File: config.mk
export PLATFORM = sky130hd
export DESIGN_NAME = axi4_block_master
export DESIGN_NICKNAME = d
export VERILOG_FILES = /design/src/rtl/axi4_block_master_pkg.sv /design/src/rtl/axi4_block_master_beat_counter.sv /design/src/rtl/axi4_block_master.sv
export SDC_FILE = /design/constraint.sdc
export NUM_CORES = 1
export LEC_CHECK = 0
export CAP_MARGIN = 20
export CORE_AREA = 2 2 147 149
export CTS_CLUSTER_DIAMETER = 80
export DETAILED_ROUTE_END_ITERATION = 6
export DIE_AREA = 0 0 149 151
export GPL_TIMING_DRIVEN = 0
export MAX_ROUTING_LAYER = met4
export PLACE_DENSITY_LB_ADDON = 0.2
export SYNTH_ARGS = -nofsm -noshare
export SYNTH_HDL_FRONTEND = slang
export SYNTH_HIERARCHICAL = 1
export SYNTH_SLANG_ARGS = --single-unit
File: constraint.sdc
create_clock -name clk -period 1.5 [get_ports clk]
set_input_delay 0.15 -clock clk [delete_from_list [all_inputs] [get_ports clk]]
set_output_delay 0.15 -clock clk [all_outputs]
set_load 0.05 [all_outputs]
File: src/rtl/axi4_block_master_pkg.sv
// ----------------------------------------------------------------------------
// axi4_block_master_pkg
// Shared types and constants for the AXI4 block burst master and its beat
// counter.
//   t_axi_state     : master FSM states
//   AXI_BURST_INCR  : AXI4 INCR burst encoding
//   AXI_RESP_OKAY   : AXI4 OKAY response encoding
//   axiSizeCode     : AxSIZE code for a given data bus width
//   blockOffsetBits : number of byte-offset bits inside one cache block
// ----------------------------------------------------------------------------
package axi4_block_master_pkg;

    typedef enum logic [2:0] {
        IDLE,
        AR_REQ,
        R_DATA,
        AW_REQ,
        W_DATA,
        B_WAIT
    } t_axi_state;

    localparam logic [1:0] AXI_BURST_INCR = 2'b01;
    localparam logic [1:0] AXI_RESP_OKAY  = 2'b00;

    // AxSIZE is log2 of the bytes moved per beat.
    function automatic int axiSizeCode(input int dataWidth);
        return $clog2(dataWidth / 8);
    endfunction

    // Low address bits that select a byte inside one cache block.
    function automatic int blockOffsetBits(input int blockWords, input int dataWidth);
        return $clog2(blockWords * dataWidth / 8);
    endfunction

endpackage

File: src/rtl/axi4_block_master_beat_counter.sv
// ----------------------------------------------------------------------------
// axi_beat_counter
// Beat index counter shared by the refill (R) and writeback (W) bursts.
//   clk      : clock
//   arstn    : asynchronous reset, active-low
//   i_clear  : return the count to zero (wins over i_enable)
//   i_enable : one beat accepted this cycle
//   o_count  : current beat index
//   o_last   : count has reached the final beat of the burst
// ----------------------------------------------------------------------------
module axi_beat_counter #(
    parameter int WIDTH = 4,
    parameter int LAST  = 15
) (
    input  logic             clk,
    input  logic             arstn,
    input  logic             i_clear,
    input  logic             i_enable,
    output logic [WIDTH-1:0] o_count,
    output logic             o_last
);

    logic [WIDTH-1:0] count_q;
    logic [WIDTH-1:0] count_d;

    assign o_last  = (count_q == WIDTH'(LAST));
    assign o_count = count_q;

    // The count saturates on the final beat so a slave that sends extra R
    // beats without RLAST can never wrap the index mid-burst; only a clear
    // at completion returns it to zero.
    always_comb begin
        count_d = count_q;
        if (i_clear) begin
            count_d = '0;
        end else if (i_enable && !o_last) begin
            count_d = count_q + WIDTH'(1);
        end
    end

    always_ff @(posedge clk or negedge arstn) begin
        if (!arstn) begin
            count_q <= '0;
        end else begin
            count_q <= count_d;
        end
    end

endmodule

File: src/rtl/axi4_block_master.sv
// ----------------------------------------------------------------------------
// axi4_block_master
// Memory-side burst engine for the data cache. A held start_write issues one
// AW + W INCR burst of one cache block and waits for B; a held start_read
// issues one AR INCR burst and streams R beats into the data array. Write
// wins when both requests are high. Completion pulses (o_r_last, o_b_resp)
// are combinational so the cache FSM can leave its state on the next edge,
// at which point this master is already back in IDLE.
//
// Ports:
//   clk, arstn                : clock, asynchronous active-low reset
//   i_start_read/i_start_write: held request levels from the cache FSM
//   i_addr                    : block address (offset bits ignored)
//   i_wdata / o_word_idx      : writeback word selected by the beat index
//   o_rdata, o_rdata_valid    : refill word and its strobe
//   o_r_last, o_b_resp        : completion pulses
//   o_ar*/i_arready, i_r*/o_rready, o_aw*/i_awready, o_w*/i_wready,
//   i_b*/o_bready             : AXI4 master channels
//
// Optional feature (macro AXI_RESP_CHECK_EN): adds o_bus_error, a sticky flag
// raised by any non-OKAY RRESP or BRESP on an accepted beat, cleared by reset.
// ----------------------------------------------------------------------------
module axi4_block_master
    import axi4_block_master_pkg::*;
#(
    parameter int ADDR_WIDTH  = 64,
    parameter int DATA_WIDTH  = 32,
    parameter int BLOCK_WORDS = 16
) (
    input  logic                        clk,
    input  logic                        arstn,
    input  logic                        i_start_read,
    input  logic                        i_start_write,
    input  logic [ADDR_WIDTH-1:0]       i_addr,
    input  logic [DATA_WIDTH-1:0]       i_wdata,
    output logic [$clog2(BLOCK_WORDS)-1:0] o_word_idx,
    output logic [DATA_WIDTH-1:0]       o_rdata,
    output logic                        o_rdata_valid,
    output logic                        o_r_last,
    output logic                        o_b_resp,
`ifdef AXI_RESP_CHECK_EN
    output logic                        o_bus_error,
`endif
    // AR channel
    output logic [ADDR_WIDTH-1:0]       o_araddr,
    output logic [7:0]                  o_arlen,
    output logic [2:0]                  o_arsize,
    output logic [1:0]                  o_arburst,
    output logic                        o_arvalid,
    input  logic                        i_arready,
    // R channel
    input  logic [DATA_WIDTH-1:0]       i_rdata,
    input  logic [1:0]                  i_rresp,
    input  logic                        i_rlast,
    input  logic                        i_rvalid,
    output logic                        o_rready,
    // AW channel
    output logic [ADDR_WIDTH-1:0]       o_awaddr,
    output logic [7:0]                  o_awlen,
    output logic [2:0]                  o_awsize,
    output logic [1:0]                  o_awburst,
    output logic                        o_awvalid,
    input  logic                        i_awready,
    // W channel
    output logic [DATA_WIDTH-1:0]       o_wdata,
    output logic [DATA_WIDTH/8-1:0]     o_wstrb,
    output logic                        o_wlast,
    output logic                        o_wvalid,
    input  logic                        i_wready,
    // B channel
    input  logic [1:0]                  i_bresp,
    input  logic                        i_bvalid,
    output logic                        o_bready
);

    localparam int IDX_W    = $clog2(BLOCK_WORDS);
    localparam int OFF_BITS = blockOffsetBits(BLOCK_WORDS, DATA_WIDTH);
    localparam logic [ADDR_WIDTH-1:0] ADDR_MASK = {ADDR_WIDTH{1'b1}} << OFF_BITS;

    t_axi_state            state_q;
    logic [ADDR_WIDTH-1:0] addr_q;
    logic                  arvalid_q;
    logic                  rready_q;
    logic                  awvalid_q;
    logic                  wvalid_q;
    logic                  bready_q;

    logic [IDX_W-1:0]      beatIdx;
    logic                  beatLast;
    logic                  rBeat;
    logic                  rDone;
    logic                  wBeat;
    logic                  wDone;
    logic                  bDone;
    logic                  cntClear;
    logic                  cntEnable;

    // Handshakes. The ready/valid flags are only ever high in their own
    // state, so they double as state decodes.
    assign rBeat = rready_q & i_rvalid;
    assign rDone = rBeat & i_rlast;
    assign wBeat = wvalid_q & i_wready;
    assign wDone = wBeat & beatLast;
    assign bDone = bready_q & i_bvalid;

    // The counter sits at zero outside data phases and clears on completion.
    // RLAST, not the count, ends a refill.
    assign cntClear  = ~(rready_q | wvalid_q) | rDone | wDone;
    assign cntEnable = rBeat | wBeat;

    axi_beat_counter #(
        .WIDTH (IDX_W),
        .LAST  (BLOCK_WORDS - 1)
    ) u_beat_counter (
        .clk      (clk),
        .arstn    (arstn),
        .i_clear  (cntClear),
        .i_enable (cntEnable),
        .o_count  (beatIdx),
        .o_last   (beatLast)
    );

    // Master FSM. The address is captured once on leaving IDLE and held, so
    // the cache may change i_addr or drop its request mid-transaction.
    always_ff @(posedge clk or negedge arstn) begin
        if (!arstn) begin
            state_q   <= IDLE;
            addr_q    <= '0;
            arvalid_q <= 1'b0;
            rready_q  <= 1'b0;
            awvalid_q <= 1'b0;
            wvalid_q  <= 1'b0;
            bready_q  <= 1'b0;
        end else begin
            case (state_q)
                IDLE: begin
                    if (i_start_write) begin
                        state_q   <= AW_REQ;
                        awvalid_q <= 1'b1;
                        addr_q    <= i_addr & ADDR_MASK;
                    end else if (i_start_read) begin
                        state_q   <= AR_REQ;
                        arvalid_q <= 1'b1;
                        addr_q    <= i_addr & ADDR_MASK;
                    end
                end
                AR_REQ: begin
                    if (i_arready) begin
                        state_q   <= R_DATA;
                        arvalid_q <= 1'b0;
                        rready_q  <= 1'b1;
                    end
                end
                R_DATA: begin
                    if (rDone) begin
                        state_q  <= IDLE;
                        rready_q <= 1'b0;
                    end
                end
                AW_REQ: begin
                    if (i_awready) begin
                        state_q   <= W_DATA;
                        awvalid_q <= 1'b0;
                        wvalid_q  <= 1'b1;
                    end
                end
                W_DATA: begin
                    if (wDone) begin
                        state_q  <= B_WAIT;
                        wvalid_q <= 1'b0;
                        bready_q <= 1'b1;
                    end
                end
                B_WAIT: begin
                    if (i_bvalid) begin
                        state_q  <= IDLE;
                        bready_q <= 1'b0;
                    end
                end
                default: begin
                    state_q <= IDLE;
                end
            endcase
        end
    end

`ifdef AXI_RESP_CHECK_EN
    logic busError_q;

    // Sticky error flag; only reset clears it.
    always_ff @(posedge clk or negedge arstn) begin
        if (!arstn) begin
            busError_q <= 1'b0;
        end else if ((rBeat && (i_rresp != AXI_RESP_OKAY)) ||
                     (bDone && (i_bresp != AXI_RESP_OKAY))) begin
            busError_q <= 1'b1;
        end
    end

    assign o_bus_error = busError_q;
`else
    logic unusedResp;
    assign unusedResp = ^{i_rresp, i_bresp};
`endif

    // Cache-side outputs
    assign o_word_idx    = beatIdx;
    assign o_rdata       = i_rdata;
    assign o_rdata_valid = rBeat;
    assign o_r_last      = rDone;
    assign o_b_resp      = bDone;

    // AR channel
    assign o_araddr  = addr_q;
    assign o_arlen   = 8'(BLOCK_WORDS - 1);
    assign o_arsize  = 3'(axiSizeCode(DATA_WIDTH));
    assign o_arburst = AXI_BURST_INCR;
    assign o_arvalid = arvalid_q;
    assign o_rready  = rready_q;

    // AW / W / B channels
    assign o_awaddr  = addr_q;
    assign o_awlen   = 8'(BLOCK_WORDS - 1);
    assign o_awsize  = 3'(axiSizeCode(DATA_WIDTH));
    assign o_awburst = AXI_BURST_INCR;
    assign o_awvalid = awvalid_q;
    assign o_wdata   = i_wdata;
    assign o_wstrb   = '1;
    assign o_wlast   = wvalid_q & beatLast;
    assign o_wvalid  = wvalid_q;
    assign o_bready  = bready_q;

endmodule
# Yosys cells after proc, flatten, opt, wreduce, memory -nomap -nowiden
# Index checks and enable logic that the tools add are counted.
# totals
ff_bits,76
latch_bits,0
mem_bits_rw,0
romBits,0
output_inout_bits,235
elab_cells,80
n_memories,0
# op_classes
addsub,1
multipliers,0
div,0
magnitude_cmp,0
eq_ne,15
n_shift,0
mux,28
bitwise_logic,11
n_reduce_logical,17
# ops
operator,count
$mux 64,2
$mux 3,7
$pmux 3 s6,1
$ne 2x2->1 const B,8
$reduce_bool 2->1,7
$reduce_and 3->1,4
$mux 1,11
$pmux 1 s2,5
$mux 4,2
$and 1x1->1,6
$eq 3x2->1 const B,2
$eq 3x3->1 const B,2
$reduce_and 6->1,1
$add 4x1->4 const B,1
$eq 4x4->1 const B,1
$or 1x1->1,4
$reduce_and 4->1,1
$eq 3x1->1 const B,1
$logic_not 3->1,1
$ne 3x3->1 const B,1
$reduce_and 2->1,1
$logic_and 1x1->1,1
$logic_not 1->1,1
$not 1->1,1

# Logic depth before layout (Yosys ltp)
# depth
ltp_word,5
depth_mapped,6
depth_no_buf,6

# Modules after synthesis
# Netlist, hierarchy kept.
# modules_own_cells
mod,instances,cells_each,area_per_inst_um2,seq_area_each_um2
axi4_block_master,1,340,3972.6,1651.6
axi_beat_counter,1,20,229.0,100.1

# Worst setup path after synthesis
# No wires, ideal clock.
# synth_timing
path_kind,register to register
startpoint,"register rready_q, in the netlist o_rready"
endpoint,"register u_beat_counter.count_q[0], in the netlist u_beat_counter/o_count[0]"
setup_ps,125
arrival_time_ps,1816
setup_slack_ps,-441
path_stages_with_launch,5
path_buffers,0
period_less_slack_ps,1941
cell_sequence,dfrtp_1 > and2_1 > a21o_1 > nor2b_4 > mux2_4
# synth_rtl
item,line,source
start: declaration,axi4_block_master.sv:83,logic rready_q;
start signal: assignment,axi4_block_master.sv:130,rready_q <= 1'b0;
start signal: assignment,axi4_block_master.sv:151,rready_q <= 1'b1;
start signal: assignment,axi4_block_master.sv:157,rready_q <= 1'b0;
$and 1x1->1,axi4_block_master.sv:100,assign rBeat = rready_q & i_rvalid;
net o_rdata_valid,axi4_block_master.sv:38,"output logic o_rdata_valid,"
$or 1x1->1,axi4_block_master.sv:109,assign cntEnable = rBeat | wBeat;
net cntEnable,axi4_block_master.sv:96,logic cntEnable;
$logic_and 1x1->1,axi4_block_master_beat_counter.sv:36,end else if (i_enable && !o_last) begin
$reduce_bool 2->1 (no line),--,
end signal: assignment,axi4_block_master_beat_counter.sv:45,count_q <= count_d;
end: declaration,axi4_block_master_beat_counter.sv:23,logic [WIDTH-1:0] count_q;
# The timed path passes the listed nets, and every way through them passes these cells.
# A chain may end at the register's enable or synchronous reset.

# Worst setup path after layout
# layout_timing
startpoint,"register u_beat_counter.count_q[0], in the netlist u_beat_counter/o_count[0]"
endpoint,output port o_wlast
# layout_via
elab_chain_cells,2
# layout_lines
item,line,source
$eq 4x4->1,axi4_block_master_beat_counter.sv:26,assign o_last = (count_q == WIDTH'(LAST));
net beatLast,axi4_block_master.sv:89,logic beatLast;
$and 1x1->1,axi4_block_master.sv:229,assign o_wlast = wvalid_q & beatLast;
end: declaration,axi4_block_master.sv:67,"output logic o_wlast,"
# The timed path passes the listed nets, and every way through them passes these cells.

==> out/results.tsv <==
stage	metric	value	unit
status	status	complete, but fails checks	
status	failing checks	setup timing	
timing	Slew Limit Fails	0	
worst_setup_path	Worst R2R Path Depth	5	
timing	Clock Skew	8.47	ps
finish	NumNets Final	839	
synth	Yosys cell types	37	
cts	Clock Sinks	70	
finish	Area Overhead vs Synth	88.5	%
worst_setup_path	CP arrival	1380	ps
worst_setup_path	Critical Path Fanout Max	3	
routing	routed vias	3515	
power_and_ir_drop	Clk pwr share	10.7	%
grt	pin count of the biggest net entering global routing	68	
min_path	worst min path class	input port to asynchronous set/reset pin	
timing	final worst-path cycle share	102	%
finish	Fillers	2084	
timing	final setup TNS	-39.1	ps
timing	slack of the critical path	-26.8	ps
floorplanning	Die Y	151	µm
worst_setup_path	Crit. End Element	primary output	
cts	worst skew pair latency	340	ps
worst_setup_path	critical path, cell by cell	ha_4, and3_4, and2_4, buf_8	
finish	multi-input logic area	1450	µm²
floorplanning	die area	22500	µm²
timing	Tightest Pin Transition	510	ps
cts	Worst-path clk slew	60	ps
timing	minimum clock period	1530	ps
worst_setup_path	worst path buffer plus inverter count	1	
grt	GRT Resource Usage Total	10.8	%
timing	RSZ-0062 raised after global routing	true	
worst_setup_path	cell class contributing the biggest share of worst-path delay	flip-flops	
place	dpl cell area	7360	µm²
floorplanning	# rows	53	
synth	synth top area cells	dfrtp_1 (42%), buf_4 (30%), mux2_2 (10%)	
place	global placer's final weighted congestion	0.757	
synth	Syn Area/Cell	11.7	µm²
finish	final instance area	7920	µm²
grt	GRT overflow	0	
synth	Ys Warns	6	
worst_setup_path	WS Path Type	flip-flop to primary output	
worst_setup_path	reg-to-reg slack, setup	0	ps
power_and_ir_drop	Final Power	20.5	mW
synth	synthesized instance count	360	
power_and_ir_drop	Int Power	9.81	mW
routing	wire length per cell	12.7	µm
grt	initial antenna violation count	0	
place	Final HPWL DP	9240	µm
floorplanning	io pins	377	
power_and_ir_drop	Net Sw Frac	52.2	%
run	MaxCap Viol Count	0	
finish	Ant. Diodes	0	
timing	setup violators final	5	
power_and_ir_drop	NetSw	10.7	mW
finish	fin util	38.0	%
floorplanning	Initial Utilization	20.2	%
synth	Mapped Area	4200	µm²
worst_setup_path	Reg-to-Reg Start	state_q[2]$_DFFE_PN0P_	
timing	Worst slew margin	65.9	%
cts	H-Tree Depth	3	
worst_setup_path	WP depth	4	
timing	Final Hold Vio Count	0	
power_and_ir_drop	Pwr Density	2590	nW/µm²
cts	CTS Buf Count	9	
routing	antenna violation net count after detailed routing	0	
routing	first-iteration detailed-routing DRC count	48	
cts	CTS root buf	clkbuf_16	
power_and_ir_drop	Worst IR Drop VDD	1.44	mV
worst_setup_path	required time worst endpoint	1350	ps
synth	Yosys top cell by area	dfrtp_1	
worst_setup_path	CP max-delay cell	dfrtp_2	
finish	Reg area	1760	µm²
routing	Via density	3.60	
worst_setup_path	R2R Path End	o_araddr[33]$_DFFE_PN0P_	
power_and_ir_drop	Seq pwr share	18.1	%
power_and_ir_drop	logic gate share of total power	71.2	%
finish	layout cell share with drive strength beyond 1	50.5	%
routing	DRC Markers	0	
power_and_ir_drop	Leakage Power	3.88	nW
synth	#FFs+latches synth	70	
cts	CTS tree	yes	
synth	sequential area share after synthesis	41.7	%
timing	fmax	0.655	GHz
synth	area share of the largest cell type after synthesis	41.7	%
finish	Final Non-Filler Cells	976	
floorplanning	Die Width	149	µm
routing	drt first pass iters	4	
place	DP Cell Count	936	
routing	WL final	12400	µm
floorplanning	core footprint	20800	µm²
worst_setup_path	Worst setup SP type	flip-flop	
grt	first-pass GRT wire length	18300	µm
cts	Clock Path Buffers	2	
grt	vias in the first global route	3557	
place	port bufs	260	
worst_setup_path	delay of the slowest critical-path stage	420	ps
-- logic make-up (layout without fill, tap and decap cells) --
family	count (synthesis)	in the layout	synth area share, %
buf+inv	178	479	31.6
flops	70	70	41.7
mux	63	63	18.9
simple gates	25	25	3.93
compound gates	21	21	3.37
other cells	2	42	0.179
fa+ha+maj	1	1	0.298
-- Yosys cell counts, drive strengths merged --
cell type,instances
conb,2
mux2i,3
o211ai,1
dfrtp,70
o2bb2ai,1
nor3,2
nand2b,3
a2bb2oi,1
nand2,2
o211a,1
and3b,1
buf,172
or2,1
inv,6
or2b,1
ha,1
and4b,1
o21ai,7
nand4,1
mux2,59
nor2,4
mux4,1
a31oi,1
a21oi,5
nand3,2
o22ai,1
and3,1
a2111o,1
nor2b,3
and2,3
a21o,2
-- worst max-delay path by stage --
stage                                                startpoint                                     to  slack (ps)
after floorplan           u_beat_counter/o_count[1]$_DFFE_PN0P_  u_beat_counter/o_count[0]$_DFFE_PN0P_        -170
after global placement                                    arstn  u_beat_counter/o_count[1]$_DFFE_PN0P_       -2630
after detailed placement  u_beat_counter/o_count[1]$_DFFE_PN0P_                                o_wlast        -350
after CTS                                state_q[2]$_DFFE_PN0P_               o_araddr[59]$_DFFE_PN0P_        -140
after global routing                     state_q[2]$_DFFE_PN0P_               o_araddr[33]$_DFFE_PN0P_         -80
final                     u_beat_counter/o_count[0]$_DFFE_PN0P_                                o_wlast         -30
-- placed cells by master (no fill, tap or decap), drive strengths merged, types with 4 or more instances in the layout --
master	netlist	routed
conb	2	42
clkdlybuf4s15	0	29
clkbuf	0	46
a21oi	5	5
dlygate4sd2	0	62
dfrtp	70	70
mux2	59	59
inv	6	9
nor2	4	4
buf	172	198
clkdlybuf4s50	0	130
o21ai	7	7
-- power by group through the flow --
| stage | combinational, mW | clock, mW | sequential (mW) |
|---|---|---|---|
| 4_1_cts | 15.0 | 2.29 | 3.77 |
| 5_1_grt | 15.2 | 2.37 | 3.90 |
| 6_report | 14.6 | 2.20 | 3.72 |
| 3_3_place_gp | 14.4 | 0 | 3.75 |
| 2_1_floorplan | 7.14 | 0 | 6.72 |
| 3_5_place_dp | 14.5 | 0 | 3.76 |
-- metrics by stage --
| stage | hold WS, ps | worst slack (ps) |
|---|---|---|
| 2_1_floorplan | -146 | -174 |
| 3_3_place_gp | 507 | -2630 |
| 3_5_place_dp | -37.2 | -353 |
| 4_1_cts | 137 | -135 |
| 5_1_grt | 134 | -77.3 |
| 6_report | 148 | -26.8 |
-- area by class of cell --
cell class                      instances  area share, %
Buffer                                168           16.4
Clock buffer                            9           2.84
Clock inverter                          7           1.01
Inverter                                6          0.284
Multi-Input combinational cell        152           18.3
Sequential cell                        70           22.2
Tap cell                              275           4.34
Timing Repair Buffer                  289           34.6
-- per-layer routing --
metal / wire length [µm] / global-route usage (%) / share of wire [%] / vias to the layer above
met3: 1120 / 2.65 / 9.0 / 11
met1: 4720 / 12.0 / 38 / 1647
met5: 0 / - / 0 / -
li1: - / - / - / 1650
met4: 206 / 5.19 / 1.7 / 0
met2: 6340 / 18.1 / 51 / 207
-- flip-flops by register name (all words and copies together) (netlist names) --
name / flops
o_rready: 1
o_awvalid: 1
u_beat_counter/o_count: 4
o_wvalid: 1
state_q: 3
o_araddr: 58
o_bready: 1
o_arvalid: 1
-- timing repair --
| item | in CTS | in global routing |
|---|---|---|
| endpoints found under the hold margin | 70 | 0 |
| gates cloned | 4 | 1 |
| setup buffers | 18 | 6 |
| pin swaps | 4 | 3 |
| setup endpoints to repair | 189 | 99 |
| gates resized for setup | 292 | 46 |
| hold buffers | 1 | 0 |
-- worst reg2reg max path, cell delays in order, from the launching register on --
cell and delay (ps):
dfrtp_1 420, nor2_4 140, o211a_4 210, buf_6 170, buf_12 130, mux2_2 330
Power figures use the tool's default switching activity.
